**config.mk**
```make
export PLATFORM = sky130hd
export DESIGN_NAME = triangle_scanner
export DESIGN_NICKNAME = d
export VERILOG_FILES = /design/src/rtl/triangle_scanner.sv
export SDC_FILE = /design/constraint.sdc
export NUM_CORES = 1
export LEC_CHECK = 0
export CORE_ASPECT_RATIO = 0.6
export CORE_MARGIN = 2
export CORE_UTILIZATION = 29
export DETAILED_ROUTE_END_ITERATION = 7
export GPL_ROUTABILITY_DRIVEN = 1
export PLACE_DENSITY = 0.48
export RECOVER_POWER = 25
export SLEW_MARGIN = 30
export SYNTH_ARGS = -nofsm -noshare
export SYNTH_HDL_FRONTEND = slang
export SYNTH_SLANG_ARGS = --single-unit
```
**constraint.sdc**
```tcl
create_clock -name i_clk -period 7.5 [get_ports i_clk]
set_input_delay 1.5 -clock i_clk [delete_from_list [all_inputs] [get_ports i_clk]]
set_output_delay 1.5 -clock i_clk [all_outputs]
set_load 0.005 [all_outputs]
```
**src/rtl/triangle_scanner.sv**
```systemverilog
// Bounding-box rasteriser front end: latches a fixed-point triangle, clips its
// integer bounding box to the screen and walks it in raster order, one pixel per unstalled cycle.
module triangle_scanner #(
    parameter int SCREEN_W  = 320,
    parameter int SCREEN_H  = 240,
    parameter int FRAC_BITS = 16
) (
    input  logic                i_clk,
    input  logic                i_rst_n,
    input  logic                i_start,
    input  logic                i_stall,
    input  logic signed [31:0]  i_v1_x,
    input  logic signed [31:0]  i_v1_y,
    input  logic signed [31:0]  i_v2_x,
    input  logic signed [31:0]  i_v2_y,
    input  logic signed [31:0]  i_v3_x,
    input  logic signed [31:0]  i_v3_y,
    output logic signed [31:0]  o_v1_x,
    output logic signed [31:0]  o_v1_y,
    output logic signed [31:0]  o_v2_x,
    output logic signed [31:0]  o_v2_y,
    output logic signed [31:0]  o_v3_x,
    output logic signed [31:0]  o_v3_y,
    output logic signed [15:0]  o_x_pos,
    output logic signed [15:0]  o_y_pos,
    output logic signed [31:0]  o_vp_x,
    output logic signed [31:0]  o_vp_y,
    output logic                o_write_enable,
    output logic                o_busy,
    output logic                o_done
);

    localparam int unsigned FW = 32;
    localparam int unsigned PW = 16;
    localparam logic signed [FW-1:0] X_LIM = FW'(SCREEN_W - 1);
    localparam logic signed [FW-1:0] Y_LIM = FW'(SCREEN_H - 1);
    localparam logic [FW-1:0]        HALF  = FW'(1) << (FRAC_BITS - 1);

    typedef enum logic [2:0] {
        S_IDLE,
        S_SETUP,
        S_CLIP,
        S_SCAN,
        S_DONE
    } state_t;

    state_t state_q, state_d;

    logic signed [FW-1:0] bx_min, bx_max, by_min, by_max;
    logic signed [PW-1:0] cx_min, cx_max, cy_max;
    logic signed [PW-1:0] x_q, y_q;
    logic signed [FW-1:0] bx_min_c, bx_max_c, by_min_c, by_max_c;
    logic                 off_screen_c, last_px_c;

    function automatic logic signed [FW-1:0] min3(input logic signed [FW-1:0] a,
                                                  input logic signed [FW-1:0] b,
                                                  input logic signed [FW-1:0] c);
        logic signed [FW-1:0] m;
        m = (a < b) ? a : b;
        return (c < m) ? c : m;
    endfunction

    function automatic logic signed [FW-1:0] max3(input logic signed [FW-1:0] a,
                                                  input logic signed [FW-1:0] b,
                                                  input logic signed [FW-1:0] c);
        logic signed [FW-1:0] m;
        m = (a > b) ? a : b;
        return (c > m) ? c : m;
    endfunction

    function automatic logic signed [PW-1:0] clamp(input logic signed [FW-1:0] v,
                                                   input logic signed [FW-1:0] lim);
        if (v < 0)        return '0;
        else if (v > lim) return PW'(lim);
        else              return PW'(v);
    endfunction

    // Integer (floor) bounding box of the latched vertices.
    always_comb begin
        bx_min_c = min3(o_v1_x, o_v2_x, o_v3_x) >>> FRAC_BITS;
        bx_max_c = max3(o_v1_x, o_v2_x, o_v3_x) >>> FRAC_BITS;
        by_min_c = min3(o_v1_y, o_v2_y, o_v3_y) >>> FRAC_BITS;
        by_max_c = max3(o_v1_y, o_v2_y, o_v3_y) >>> FRAC_BITS;
    end

    assign off_screen_c = (bx_max < 0) || (bx_min > X_LIM) || (by_max < 0) || (by_min > Y_LIM);
    assign last_px_c    = (x_q == cx_max) && (y_q == cy_max);

    always_ff @(posedge i_clk or negedge i_rst_n) begin
        if (!i_rst_n) state_q <= S_IDLE;
        else          state_q <= state_d;
    end

    always_comb begin
        state_d = state_q;
        case (state_q)
            S_IDLE:  if (i_start) state_d = S_SETUP;
            S_SETUP: state_d = S_CLIP;
            S_CLIP:  state_d = off_screen_c ? S_DONE : S_SCAN;
            S_SCAN:  if (!i_stall && last_px_c) state_d = S_DONE;
            S_DONE:  state_d = S_IDLE;
            default: state_d = S_IDLE;
        endcase
    end

    // Datapath and registered outputs; strobes default low every cycle.
    always_ff @(posedge i_clk or negedge i_rst_n) begin
        if (!i_rst_n) begin
            o_v1_x <= '0; o_v1_y <= '0;
            o_v2_x <= '0; o_v2_y <= '0;
            o_v3_x <= '0; o_v3_y <= '0;
            o_x_pos <= '0; o_y_pos <= '0;
            o_vp_x <= '0; o_vp_y <= '0;
            o_write_enable <= 1'b0;
            o_busy <= 1'b0;
            o_done <= 1'b0;
            bx_min <= '0; bx_max <= '0; by_min <= '0; by_max <= '0;
            cx_min <= '0; cx_max <= '0; cy_max <= '0;
            x_q <= '0; y_q <= '0;
        end else begin
            o_write_enable <= 1'b0;
            o_done         <= 1'b0;
            case (state_q)
                S_IDLE: begin
                    if (i_start) begin
                        o_v1_x <= i_v1_x; o_v1_y <= i_v1_y;
                        o_v2_x <= i_v2_x; o_v2_y <= i_v2_y;
                        o_v3_x <= i_v3_x; o_v3_y <= i_v3_y;
                        o_busy <= 1'b1;
                    end
                end
                S_SETUP: begin
                    bx_min <= bx_min_c;
                    bx_max <= bx_max_c;
                    by_min <= by_min_c;
                    by_max <= by_max_c;
                end
                S_CLIP: begin
                    cx_min <= clamp(bx_min, X_LIM);
                    cx_max <= clamp(bx_max, X_LIM);
                    cy_max <= clamp(by_max, Y_LIM);
                    x_q    <= clamp(bx_min, X_LIM);
                    y_q    <= clamp(by_min, Y_LIM);
                end
                S_SCAN: begin
                    if (!i_stall) begin
                        o_write_enable <= 1'b1;
                        o_x_pos <= x_q;
                        o_y_pos <= y_q;
                        o_vp_x  <= (FW'(x_q) << FRAC_BITS) | HALF;
                        o_vp_y  <= (FW'(y_q) << FRAC_BITS) | HALF;
                        if (x_q == cx_max) begin
                            x_q <= cx_min;
                            y_q <= y_q + PW'(1);
                        end else begin
                            x_q <= x_q + PW'(1);
                        end
                    end
                end
                S_DONE: begin
                    o_done <= 1'b1;
                    o_busy <= 1'b0;
                end
                default: ;
            endcase
        end
    end

endmodule

```
==> reports/summary.txt <==
=================================================================================
Hold Startpoint                                                         cx_min[3]
Worst slack, placed                                                       1.24 ns
CTS Hold Buffers Added                                                          0
Number of I/O port buffers                                                    456
Placed cell areas                                                       27000 um2
Worst flop-to-flop path startpoint                                     o_v1_x[29]
Leakage power                                                             13.2 nW
Number of remaining DRC errors                                                 26
Placement row count                                                            77
Fraction of power consumed by the clock network                             13.1%
Power per Cell Area                                                    602 nW/um2
Number of synthesized flops with an enable pin                                  0
Net count reported at finish                                                 2949
Cell taking the most area after synthesis                            sky130_fd_sc_hd__dfrtp_1
Clock slew seen by the registers of the worst setup and hold paths        0.06 ns
Clock tree from TritonCTS                                                    done
Post-synthesis sequential area ratio                                        42.9%
GPL Wtd Cong                                                                0.871
Worst-case clock skew                                                   0.0230 ns
Fillcell total                                                               7285
Mean instance size in the synthesized netlist                            10.0 um2
Start-to-end type of the worst setup path                              reg -> reg
Cts repair resizes                                                              0
Largest cells by area after synthesis                                sky130_fd_sc_hd__dfrtp_1 (43%), sky130_fd_sc_hd__ha_1 (11%), sky130_fd_sc_hd__mux2i_1 (7.6%)
Share of the clock period used by the worst path                            82.4%
Maximum number of pins on one net before global-route repair                  203
Number of setup buffers added after CTS                                         0
DR pass1 iterations                                                             7
Drt initial violations                                                       1099
Max frequency                                                             162 MHz
Die Footprint                                                           77100 um2
Internal cell power                                                       9.34 mW
Cell area after layout                                                  28500 um2
Transition at the pin with the smallest max-transition slack              3.83 ns
Worst IR Drop VDD                                                        0.392 mV
Kind of end point of the critical path                                       flop
Count of final max-slew check failures                                        235
Slack of the critical path                                                1.32 ns
Worst path required time                                                  7.96 ns
DIE HEIGHT                                                                 216 um
Sequential Power Share                                                      23.7%
Core area                                                               73900 um2
TritonCTS sink count                                                          372
Violated checks                                                      DRC, capacitance limit, slew limit
Depth of the CTS H-tree                                                         2
Avg Vias per Cell                                                            4.96
Clock network latency to the later pin of the worst-skew pair             0.58 ns
Total routed wirelength                                                  77400 um
Leftover overflow at the end of global routing                                  0
Area overhead of the layout relative to synthesis                           31.5%
YS warnings                                                                     0
Combinational share of power                                                63.2%
Top cell type's share of synthesized area                                   42.9%
Number of antenna violations at the first check in global routing               7
Clock Path Buffers                                                              3
Leading cell type in the layout, fill and taps excluded              sky130_fd_sc_hd__clkdlybuf4s50_1
Headroom to the max-slew limit                                              -155%
First-pass GRT wire length                                              117000 um
Vias                                                                        17775
Fraction of layout cells with a size suffix above 1                         8.95%
Worst Path Max Fanout                                                          17
Final routed wire length divided by cell count                            21.6 um
Post-DRT Antenna Nets                                                           0
Switching pwr                                                             7.84 mW
Fraction of power spent switching nets                                      45.6%
Area of the mapped netlist                                              21700 um2
Final sum of negative setup slack                                            0 ns
Number of register bits inferred by synthesis                                 372
Tightest Hold Check Type                                               reg -> reg
Initial core utilization                                                    29.4%
Number of standard cells after synthesis                                     2167
Clock buffer count from CTS                                                    42
Die X                                                                      357 um
Core occupancy in the finished layout                                       38.6%
Result of the run                                                    finished, violations left
Min Tclk post-route                                                       6.18 ns
Primary FF master, synth                                             sky130_fd_sc_hd__dfrtp_1
Number of global-route vias before repair                                   18116
Startpoint type of the worst setup path                                      flop
Arrival time of data at the critical path endpoint                        6.64 ns
Number of hold violations in the final report                                   0
Async SR Flop Fraction                                                       100%
Distinct cell type count after synthesis                                       64
Max-cap check violation count                                                   4
Setup repair after global routing missed its margin                         false
Commonest cells after routing, fill and taps aside                   sky130_fd_sc_hd__clkdlybuf4s50_1 (455), sky130_fd_sc_hd__dfrtp_1 (372), sky130_fd_sc_hd__nand2_1 (306)
Critical path origin                                                   o_v1_x[29]
Final setup violation count                                                     0
Sum of net half-perimeters after detailed placement                      58900 um
Ports placed on the boundary                                                  487
Global-route total usage across every layer                                 19.9%
Root buffer cell                                                     sky130_fd_sc_hd__clkbuf_16
=================================================================================
[cell families after synthesis]
| kind of cell | share of synthesized area (%) |
|---|---|
| xor gates and xnor gates | 1.65 |
| and+or+nand+nor | 11.9 |
| other | 0.0173 |
| adders and majority gates | 11.1 |
| buffers and inverters | 6.09 |
| AOI/OAI and AO/OA | 12.2 |
| DFF | 42.9 |
| muxes | 14.2 |
[state kept, by name, indices dropped and copies added, names as in the netlist]
signal and flops:
o_v1_x 32, o_v1_y 32, o_v2_x 32, o_v2_y 32, o_v3_x 32, o_v3_y 32
bx_max 16, bx_min 16, by_max 16, by_min 16, o_x_pos 16, o_y_pos 16
x_q 16, y_q 16, cx_max 15, cx_min 15, cy_max 15, state_q 3
o_busy 1, o_done 1, o_vp_y 1, o_write_enable 1
[synth_stat cells, drive strengths merged, types with 36 or more instances]
library cell    n
nand2         306
inv           112
buf            87
ha            192
a21oi          64
xor2           36
o21ai         177
mux2          128
dfrtp         372
nand4          41
nor2           82
a21o           55
clkbuf         76
mux2i         165
[cell type report]
class,instances,area [um2],area share (%)
Antenna cell,5,12.5,0.0438
Clock buffer,63,1270,4.45
Clock inverter,12,191,0.671
Inverter,113,424,1.49
Multi-Input combinational cell,1548,11300,39.4
Sequential cell,372,9310,32.6
Tap cell,987,1230,4.33
Timing Repair Buffer,484,4840,17.0
[layer usage]
metal  vias up  track usage (%)  wire length, um
met4         2             4.50             1240
met1      8834             30.5            39600
met3        83             3.92             4200
li1       8406                -                -
met2       450             28.4            32400
met5         -                0               19
[power groups by stage]
stage / Combinational (mW) / Clock (mW) / Sequential [mW]
6_report: 10.9 / 2.25 / 4.07
5_1_grt: 11.9 / 2.42 / 4.20
4_1_cts: 10.8 / 2.33 / 4.07
3_5_place_dp: 10.8 / 0 / 4.09
3_3_place_gp: 10.6 / 0 / 4.07
2_1_floorplan: 7.06 / 0 / 3.62
[critical path: stages (launching register included)]
cell	delay, ns
sky130_fd_sc_hd__dfrtp_1	0.48
sky130_fd_sc_hd__ha_1	0.34
sky130_fd_sc_hd__and4_1	0.27
sky130_fd_sc_hd__nand4_1	0.19
sky130_fd_sc_hd__nor4_1	0.64
sky130_fd_sc_hd__nand2_1	0.20
sky130_fd_sc_hd__o21bai_4	0.63
sky130_fd_sc_hd__buf_4	0.43
sky130_fd_sc_hd__mux2i_1	0.23
sky130_fd_sc_hd__ha_1	0.26
sky130_fd_sc_hd__nor2b_1	0.14
sky130_fd_sc_hd__o21a_1	0.16
sky130_fd_sc_hd__o21ai_0	0.15
sky130_fd_sc_hd__a211o_1	0.15
sky130_fd_sc_hd__o21ai_0	0.13
sky130_fd_sc_hd__a211oi_1	0.29
sky130_fd_sc_hd__mux2_2	0.39
sky130_fd_sc_hd__o21ai_4	0.31
sky130_fd_sc_hd__mux2i_1	0.29
sky130_fd_sc_hd__mux2_2	0.33
[worst paths after layout]
check	depth (start not counted)	slack [ns]	endpoint
setup / recovery	19	1.32	bx_max[5]
hold / removal	1	0.48	cx_min[3]
setup reg to reg	19	1.32	bx_max[5]
hold reg to reg	1	0.48	cx_min[3]
max in group asynchronous	2	1.60	bx_min[8]
min in group asynchronous	1	1.28	o_v2_y[16]
[through the flow]
step | power (mW) | cells | hold slack [ns]
after global routing | 18.5 | 3583 | 0.487
after CTS | 17.2 | 3576 | 0.480
after floorplan | 10.7 | 2196 | 0.441
after global placement | 14.7 | 3501 | 0.454
after detailed placement | 14.8 | 3501 | 0.464
final | 17.2 | 3584 | 0.478
(Power assumes the default switching activity.)
